## src/rtl/arb_pkg.sv

```systemverilog
// Shared types and sizes for the 8-way round-robin arbiter.
// The pick helper and the top-level FSM both import this package.
package arb_pkg;

  localparam int N_REQ = 8;
  localparam int ID_W  = 3;

  typedef enum logic [1:0] {
    IDLE,
    OWN,
    GAP
  } arb_state_t;

endpackage : arb_pkg

```

## src/rtl/rr_pick8.sv

```systemverilog
// Combinational round-robin pick: the first set request at or after ptr, wrapping mod 8.
// The request vector is rotated so ptr sits at bit 0, the lowest set bit is encoded, then ptr is added back.
module rr_pick8
  import arb_pkg::*;
(
  input  logic [N_REQ-1:0] req,
  input  logic [ID_W-1:0]  ptr,
  output logic [ID_W-1:0]  pick,
  output logic             any
);

  logic [2*N_REQ-1:0] req_dbl;
  logic [N_REQ-1:0]   req_rot;
  logic [ID_W-1:0]    offset;

  // NOTE: every signal written in an always_comb gets a default first, so no path leaves it unassigned (no latch).
  always_comb begin
    req_dbl = {req, req};
    req_rot = req_dbl[ptr +: N_REQ];
    offset  = '0;
    // Scanning downward leaves the lowest set index as the final value.
    for (int i = N_REQ - 1; i >= 0; i--) begin
      if (req_rot[i]) offset = ID_W'(i);
    end
    pick = offset + ptr;
    any  = |req;
  end

endmodule : rr_pick8

```

## src/rtl/rr_arbiter8.sv

```systemverilog
// Round-robin arbiter for 8 requesters: exclusive registered grant, release on done or req drop,
// forced release after MAX_HOLD cycles, and GAP idle turnaround cycles between owners.
module rr_arbiter8
  import arb_pkg::N_REQ, arb_pkg::ID_W, arb_pkg::arb_state_t, arb_pkg::IDLE, arb_pkg::OWN;
#(
  parameter int unsigned MAX_HOLD = 16,
  parameter int unsigned GAP      = 1
) (
  input  logic             clk,
  input  logic             rst_n,
  input  logic [N_REQ-1:0] req,
  input  logic [N_REQ-1:0] done,
  output logic [N_REQ-1:0] gnt,
  output logic [ID_W-1:0]  gnt_id,
  output logic             gnt_valid,
  output logic             timeout
);

  localparam logic [7:0] HOLD_LIMIT = 8'(MAX_HOLD);
  localparam logic [1:0] GAP_CNT    = 2'(GAP);

  arb_state_t       state_q, state_d;
  logic [ID_W-1:0]  ptr_q, ptr_d;
  logic [ID_W-1:0]  id_q, id_d;
  logic [N_REQ-1:0] gnt_q, gnt_d;
  logic             valid_q, valid_d;
  logic [7:0]       hold_q, hold_d;
  logic [1:0]       gap_q, gap_d;

  logic [ID_W-1:0]  pick;
  logic             any;
  logic             at_limit;
  logic             owner_rel;

  rr_pick8 u_pick (
    .req  (req),
    .ptr  (ptr_q),
    .pick (pick),
    .any  (any)
  );

  always_comb begin
    state_d   = state_q;
    ptr_d     = ptr_q;
    id_d      = id_q;
    gnt_d     = gnt_q;
    valid_d   = valid_q;
    hold_d    = hold_q;
    gap_d     = gap_q;
    timeout   = 1'b0;
    at_limit  = (hold_q == HOLD_LIMIT);
    owner_rel = done[id_q] || !req[id_q];

    case (state_q)
      IDLE: begin
        if (any) begin
          state_d = OWN;
          id_d    = pick;
          gnt_d   = N_REQ'(1) << pick;
          valid_d = 1'b1;
          hold_d  = 8'd1;
          ptr_d   = pick + ID_W'(1);
        end
      end

      OWN: begin
        if (owner_rel || at_limit) begin
          // A voluntary release in the limit cycle is a normal release, not a timeout.
          timeout = at_limit && !owner_rel;
          gnt_d   = '0;
          valid_d = 1'b0;
          hold_d  = '0;
          if (GAP > 0) begin
            state_d = arb_pkg::GAP;
            gap_d   = GAP_CNT;
          end else begin
            state_d = IDLE;
          end
        end else begin
          hold_d = hold_q + 8'd1;
        end
      end

      arb_pkg::GAP: begin
        gap_d = gap_q - 2'd1;
        if (gap_q == 2'd1) state_d = IDLE;
      end

      default: state_d = IDLE;
    endcase
  end

  // NOTE: sequential state uses non-blocking assignments so every register samples pre-edge values.
  always_ff @(posedge clk or negedge rst_n) begin
    if (!rst_n) begin
      state_q <= IDLE;
      ptr_q   <= '0;
      id_q    <= '0;
      gnt_q   <= '0;
      valid_q <= 1'b0;
      hold_q  <= '0;
      gap_q   <= '0;
    end else begin
      state_q <= state_d;
      ptr_q   <= ptr_d;
      id_q    <= id_d;
      gnt_q   <= gnt_d;
      valid_q <= valid_d;
      hold_q  <= hold_d;
      gap_q   <= gap_d;
    end
  end

  assign gnt       = gnt_q;
  assign gnt_id    = id_q;
  assign gnt_valid = valid_q;

endmodule : rr_arbiter8

```

## config.mk

```make
export PLATFORM = sky130hd
export DESIGN_NAME = rr_arbiter8
export DESIGN_NICKNAME = d
export VERILOG_FILES = /design/src/rtl/arb_pkg.sv /design/src/rtl/rr_pick8.sv /design/src/rtl/rr_arbiter8.sv
export SDC_FILE = /design/constraint.sdc
export NUM_CORES = 1
export LEC_CHECK = 0
export ABC_AREA = 0
export CAP_MARGIN = 20
export CORE_ASPECT_RATIO = 1.5
export CORE_MARGIN = 2
export CORE_UTILIZATION = 54
export CTS_CLUSTER_SIZE = 30
export DETAILED_ROUTE_END_ITERATION = 10
export MAX_ROUTING_LAYER = met4
export PLACE_DENSITY = 0.8
export SLEW_MARGIN = 20
export SYNTH_ARGS = -nofsm -noshare
export SYNTH_HDL_FRONTEND = slang
export SYNTH_SLANG_ARGS = --single-unit
```

## constraint.sdc

```tcl
create_clock -name clk -period 4.6 [get_ports clk]
set_clock_uncertainty 0.05 [all_clocks]
set_input_delay 0.92 -clock clk [delete_from_list [all_inputs] [get_ports clk]]
set_output_delay 0.92 -clock clk [all_outputs]
set_load 0.005 [all_outputs]
```

==> results of run 1 <==
worst max-delay path, cell delays in order:
cell	delay, ns
clkdlybuf4s50_1	0.56
mux4_2	0.55
o21ai_0	0.23
o21ai_0	0.11
a211oi_1	0.25
a211oi_1	0.08
ha_1	0.22
fa_1	0.41
xor2_1	0.19
nor3_1	0.30
nor2_1	0.08
ha_1	0.20
a22o_1	0.20
kinds of logic after synthesis:
logic type      share of synthesized area
simple gates                        0.252
xor+xnor                           0.0215
fa+ha+maj                          0.0650
flops                               0.331
buf+inv                            0.0362
compound gates                      0.223
mux                                0.0706
state kept, by name, summed over array words and instances (netlist names):
signal,count
gap_q,2
gnt,8
gnt_id,3
gnt_valid,1
hold_q,8
ptr_q,3
state_q,2
cells in the final DEF (no fill, tap or decap), types with 4 or more instances in the layout:
cell type	n
mux4_2	4
a211oi_1	5
inv_1	7
nand3_1	6
o21ai_0	11
nor2_1	20
buf_4	6
dfrtp_1	27
nor4b_1	4
nor3_1	9
o31ai_1	9
a21oi_1	10
nor2b_1	4
ha_1	9
clkdlybuf4s50_1	29
nand2_1	35
nand2b_1	6
per-stage QoR:
step | instances | util | hold WS, ns | area [um2] | worst slack (ns)
3_3_place_gp | 298 | 0.655 | 0.415 | 2390 | 0.280
6_report | 302 | 0.667 | 0.436 | 2430 | 0.400
2_1_floorplan | 228 | - | 0.421 | 2040 | 0.866
5_1_grt | 302 | 0.667 | 0.460 | 2430 | 0.229
3_5_place_dp | 298 | 0.655 | 0.418 | 2390 | 0.177
4_1_cts | 302 | 0.668 | 0.437 | 2440 | 0.469
worst paths after layout:
path	start	endpoint	cells past startpoint
max	req[6]	gnt[7]	13
min	gnt[1]	gnt[1]	2
max reg2reg	ptr_q[0]	gnt[7]	12
min reg2reg	gnt[1]	gnt[1]	2
max in group asynchronous	rst_n	gnt[1]	2
min in group asynchronous	rst_n	hold_q[4]	1
cell type report:
cell class,count,share of cell area
clock inverters,1,0.00206
clock buffers,3,0.0170
inverters,7,0.0108
well taps,43,0.0221
repair buffers,36,0.140
flip-flops and latches,27,0.278
multi-input cells,185,0.530
power groups by stage:
stage,combinational [mW],clock [mW],sequential [mW]
4_1_cts,1.09,0.137,0.436
3_3_place_gp,1.06,0,0.435
6_report,1.09,0.136,0.438
5_1_grt,1.22,0.145,0.453
2_1_floorplan,0.848,0,0.367
3_5_place_dp,1.09,0,0.441
routing by layer:
layer,routed length [um],part of all wire,vias up
li1,-,-,909
met2,2730,0.55,40
met3,117,0.023,10
met4,128,0.026,0
met5,0,0,-
met1,2010,0.40,937
==> results.json, run 1 <==
{
  "port_buffers": 30,
  "async_reset_ff_frac": 1.00,
  "synth_edf_count": 0,
  "switching_share": 0.488,
  "seq_area_frac_synth": 0.331,
  "cts_tree": "built",
  "synth.distinct_cells": 56,
  "drt_iter0_markers": 59,
  "gp_congestion": 0.944,
  "hold_viol": 0,
  "max_freq_mhz": 238,
  "synthTopCellsByCount": "35 x nand2_1, 27 x dfrtp_1, 20 x nor2_1, 11 x o21ai_0, 10 x a21oi_1",
  "grt-ovfl-total": 0,
  "p_per_area_nw_per_um2": 683,
  "crit_fanout": 8,
  "grt_pass1_vias": 1908,
  "hold_path.class": "flip-flop to flip-flop",
  "viasPerCell": 6.28,
  "rsz0062_at_grt": "false",
  "synth-seq-cells": 27,
  "syn_nets": 256,
  "r2r_slack_ns": 0.73,
  "drcViolationCount": 0,
  "antenna_left": 0,
  "area_delta_synth_final_pct": 19.3,
  "avgSynthCellArea_um2": 8.94,
  "leakage_nw": 1.00,
  "endpoint_kind": "flip-flop",
  "die_w_um": 54.2,
  "diodes": 0,
  "use_met3": 0.0244,
  "fin_crit_sh": 0.913,
  "worst_pin_slew_ns": 0.728,
  "p_sw_mw": 0.811,
  "grt_pass1_wl_mm": 8.47,
  "die_h_um": 79.3,
  "period_minus_slack_ns": 4.20,
  "start_kind": "primary input",
  "design.core.area_um2": 3650,
  "hpwl_mm": 3.90,
  "cts_buffers": 3,
  "multi_input_area_um2": 1290,
  "worstPathRequired_ns": 4.72,
  "cts_hold_buf": 0,
  "synth_cells": 228,
  "setup_tns_ns": 0,
  "drive_above_1_share": 0.104,
  "synth_flop_cell": "dfrtp_1",
  "max-vdd-ir-drop_mv": 0.357,
  "grt.busiest_layer": "met2",
  "cts.sinks": 27,
  "root_buffer": "clkbuf_8",
  "power.total_mw": 1.66,
  "wire_per_inst_um": 16.5,
  "criticalPathCategory": "primary input to flip-flop",
  "register_area_um2": 676,
  "p_clk_frac": 0.082,
  "cts_buffer_depth": 2,
  "wl_mm": 4.98,
  "cts_htree_levels": 1,
  "grt_util_met2": 0.455,
  "grt_use_met1": 0.313,
  "nNetsFinal": 288,
  "p_int_mw": 0.850,
  "pwr-share-seq": 0.264,
  "antenna_found_initial": 0,
  "yosysWarnings": 0,
  "grtUsageTotal": 0.270,
  "dieArea_um2": 4290,
  "post_cts_resized": 0,
  "fillers": 316,
  "finalSetupViolCount": 0,
  "std_cell_rows": 27,
  "yosysTopAreaCellShare": 0.331,
  "vias": 1896,
  "yosysMostFrequentCell": "nand2_1",
  "start_util": 0.559,
  "relSlewSlack": 0.515,
  "post_cts_buffers": 0,
  "drv_cap": 0,
  "slew_violations": 0,
  "netlist_area_um2": 2040,
  "grt_max_degree": 23,
  "crit_arrival_ns": 4.32,
  "synth_area_leaders": "dfrtp_1 33%, nand2_1 6.4%, ha_1 5.5%, mux4_2 4.4%, nor2_1 3.7%",
  "ioPinCount": 31,
  "clk_latency_ns": 0.28,
  "drt_pass1_iterations": 4,
  "status": "finished clean",
  "combPwrFrac": 0.655,
  "synth_top_area_cell": "dfrtp_1",
  "clk_pin_slew_worst_paths_ns": 0.09
}
Note: power is estimated with default switching activity, not from simulation.
==> inputs of run 2 (changes only) <==
--- a/config.mk
+++ b/config.mk
@@ -7,13 +7,15 @@
 export LEC_CHECK = 0
 export ABC_AREA = 0
 export CAP_MARGIN = 20
+export CELL_PAD_IN_SITES_DETAIL_PLACEMENT = 0
+export CELL_PAD_IN_SITES_GLOBAL_PLACEMENT = 2
 export CORE_ASPECT_RATIO = 1.5
 export CORE_MARGIN = 2
-export CORE_UTILIZATION = 54
+export CORE_UTILIZATION = 33
 export CTS_CLUSTER_SIZE = 30
 export DETAILED_ROUTE_END_ITERATION = 10
 export MAX_ROUTING_LAYER = met4
-export PLACE_DENSITY = 0.8
+export PLACE_DENSITY_LB_ADDON = 0.1
 export SLEW_MARGIN = 20
 export SYNTH_ARGS = -nofsm -noshare
 export SYNTH_HDL_FRONTEND = slang
==> run 2 against run 1 <==
Against the previous run: clock-buffer cell count is the same; global-route usage is 8.5 points lower; clock power barely moved; routed wire length grew 14%; combinational power barely moved; cell count grew 11%; flip-flop and latch count did not move; maximum frequency grew 1.3%; final area up 2.5%; register-to-register slack hardly changed; via count shrank 2.8%; first-iteration DRC count rose by 68%; largest power group unchanged; highest routed layer unchanged.
==> results.json, run 2 (same netlist as run 1, synthesis figures left out) <==
{
  "status": "finished clean",
  "worst_pin_slew_ns": 0.745,
  "crit_path_max_incr_delay_ns": 0.57,
  "wire_per_inst_um": 16.9,
  "hold_viol": 0,
  "final_cell_mix": "35 x nand2_1, 30 x clkdlybuf4s50_1, 27 x dfrtp_1",
  "crit_arrival_ns": 4.26,
  "drcViolationCount": 0,
  "ioPinCount": 31,
  "multi_input_area_um2": 1290,
  "register_area_um2": 676,
  "r2r-start": "ptr_q[0]",
  "final_common_cell": "nand2_1",
  "clk_pin_slew_worst_paths_ns": 0.09,
  "worstPathRequired_ns": 4.72,
  "criticalPathCategory": "primary input to flip-flop",
  "hold_path_startpoint": "gnt_valid",
  "antenna_found_initial": 0,
  "worst-r2r-cell-count": 10,
  "dieArea_um2": 6840,
  "max_freq_mhz": 241,
  "die_w_um": 68.2,
  "switching_share": 0.491,
  "pwr-share-seq": 0.261,
  "post_cts_resized": 0,
  "antenna_left": 0,
  "p_clk_frac": 0.082,
  "viasPerCell": 5.50,
  "grt_max_degree": 28,
  "diodes": 0,
  "cts.sinks": 27,
  "period_minus_slack_ns": 4.15,
  "worstHoldEndpoint": "gnt_valid",
  "r2r_slack_ns": 0.72,
  "cts_htree_levels": 1,
  "drt_pass1_iterations": 4,
  "crit_family": "adder cells",
  "post_cts_buffers": 0,
  "crit_fanout": 7,
  "die_h_um": 100,
  "cts_tree": "built",
  "design.core.area_um2": 6040,
  "crit_top_cell": "ha_1",
  "endpoint_kind": "flip-flop",
  "start_util": 0.337,
  "leakage_nw": 1.01,
  "drt_iter0_markers": 99,
  "cts_hold_buf": 0,
  "grt-ovfl-total": 0,
  "std_cell_rows": 35,
  "grt_pass1_vias": 1922,
  "gp_congestion": 0.769,
  "cp_slowest_cell": "mux4_2",
  "dpl_worst_slack_ns": 0.152,
  "slew_violations": 0,
  "drive_above_1_share": 0.107,
  "nNetsFinal": 290,
  "p_sw_mw": 0.827,
  "combPwrFrac": 0.657,
  "rsz0062_at_grt": "false",
  "hpwl_mm": 4.58,
  "setup_tns_ns": 0,
  "grt_pass1_wl_mm": 9.39,
  "critPathBufInv": 1,
  "power.total_mw": 1.68,
  "fin_crit_sh": 0.901,
  "vias": 1843,
  "hold_path.class": "flip-flop to flip-flop",
  "max-vdd-ir-drop_mv": 0.369,
  "finalSetupViolCount": 0,
  "clk_latency_ns": 0.27,
  "wl_mm": 5.67,
  "area_delta_synth_final_pct": 22.3,
  "fillers": 626,
  "drv_cap": 0,
  "p_int_mw": 0.857,
  "grtUsageTotal": 0.185,
  "finalWorstSetupSlack_ns": 0.455,
  "cts_buffers": 3,
  "reg2reg_to": "gnt[7]",
  "root_buffer": "clkbuf_8",
  "start_kind": "primary input",
  "cp_cell_sequence": "clkdlybuf4s50_1 > mux4_2 > a2111oi_0 > a211oi_1 > ha_1 > fa_1 > xor2_1 > nor3_1 > nor2_1 > ha_1 > a22o_1",
  "port_buffers": 30,
  "cts_buffer_depth": 2,
  "p_per_area_nw_per_um2": 675,
  "holdPathStages": 2,
  "relSlewSlack": 0.503
}
## run 2: cell types whose count changed in the layout (fill, tap and decap cells not counted)
cell             before  now
buf_4                 6    8
buf_2                 1    0
clkdlybuf4s50_1      29   30
clkinv_2              1    0
clkinvlp_4            0    1
## run 2: area by class of cell
class / count / share of cell area
tap: 74 / 0.0371
inverter: 7 / 0.0105
multi-input combinational: 185 / 0.517
clock inverter: 1 / 0.00301
clock buffer: 3 / 0.0166
sequential: 27 / 0.271
timing repair buffer: 38 / 0.145
## run 2: worst max-delay path by stage
stage / startpoint / endpoint / slack, ns / cells after the start
after floorplan: req[0] / gnt[7] / 0.87 / 12
after global routing: req[2] / ptr_q[2] / 0.30 / 15
after CTS: req[3] / gnt[7] / 0.45 / 11
final: req[3] / gnt[7] / 0.45 / 11
after detailed placement: req[3] / gnt[7] / 0.15 / 11
after global placement: req[3] / gnt[7] / 0.20 / 11
## run 2: power groups by stage
stage	Clock (mW)	Sequential, mW	Combinational [mW]
after floorplan	0	0.367	0.848
after CTS	0.144	0.440	1.13
after global placement	0	0.444	1.12
final	0.138	0.439	1.11
after global routing	0.154	0.456	1.25
after detailed placement	0	0.443	1.13
## run 2: metrics by stage
stage	hold WS (ns)	utilization	std cells	area, um2
after CTS	0.449	0.413	335	2490
final	0.441	0.413	335	2490
after detailed placement	0.421	0.405	331	2440
after global routing	0.468	0.413	335	2490
after global placement	0.409	0.405	331	2440
after floorplan	0.421	-	228	2040
## run 2: worst register-to-register path, delay by kind of cell, from the launching register on
kind / cells / cell delay (ns)
flip-flops: 1 / 0.84
AND/OR/NAND/NOR: 2 / 0.38
AO/OA/AOI/OAI: 3 / 0.83
XOR/XNOR: 1 / 0.19
adder cells (fa/ha/maj): 3 / 0.84
multiplexers: 1 / 0.66
## run 2: per-layer routing
| layer | routed length (um) | global-route usage |
|---|---|---|
| met1 | 2260 | 0.207 |
| met2 | 3090 | 0.326 |
| met3 | 88 | 0.00897 |
| met4 | 235 | 0.0877 |
| met5 | 0 | - |
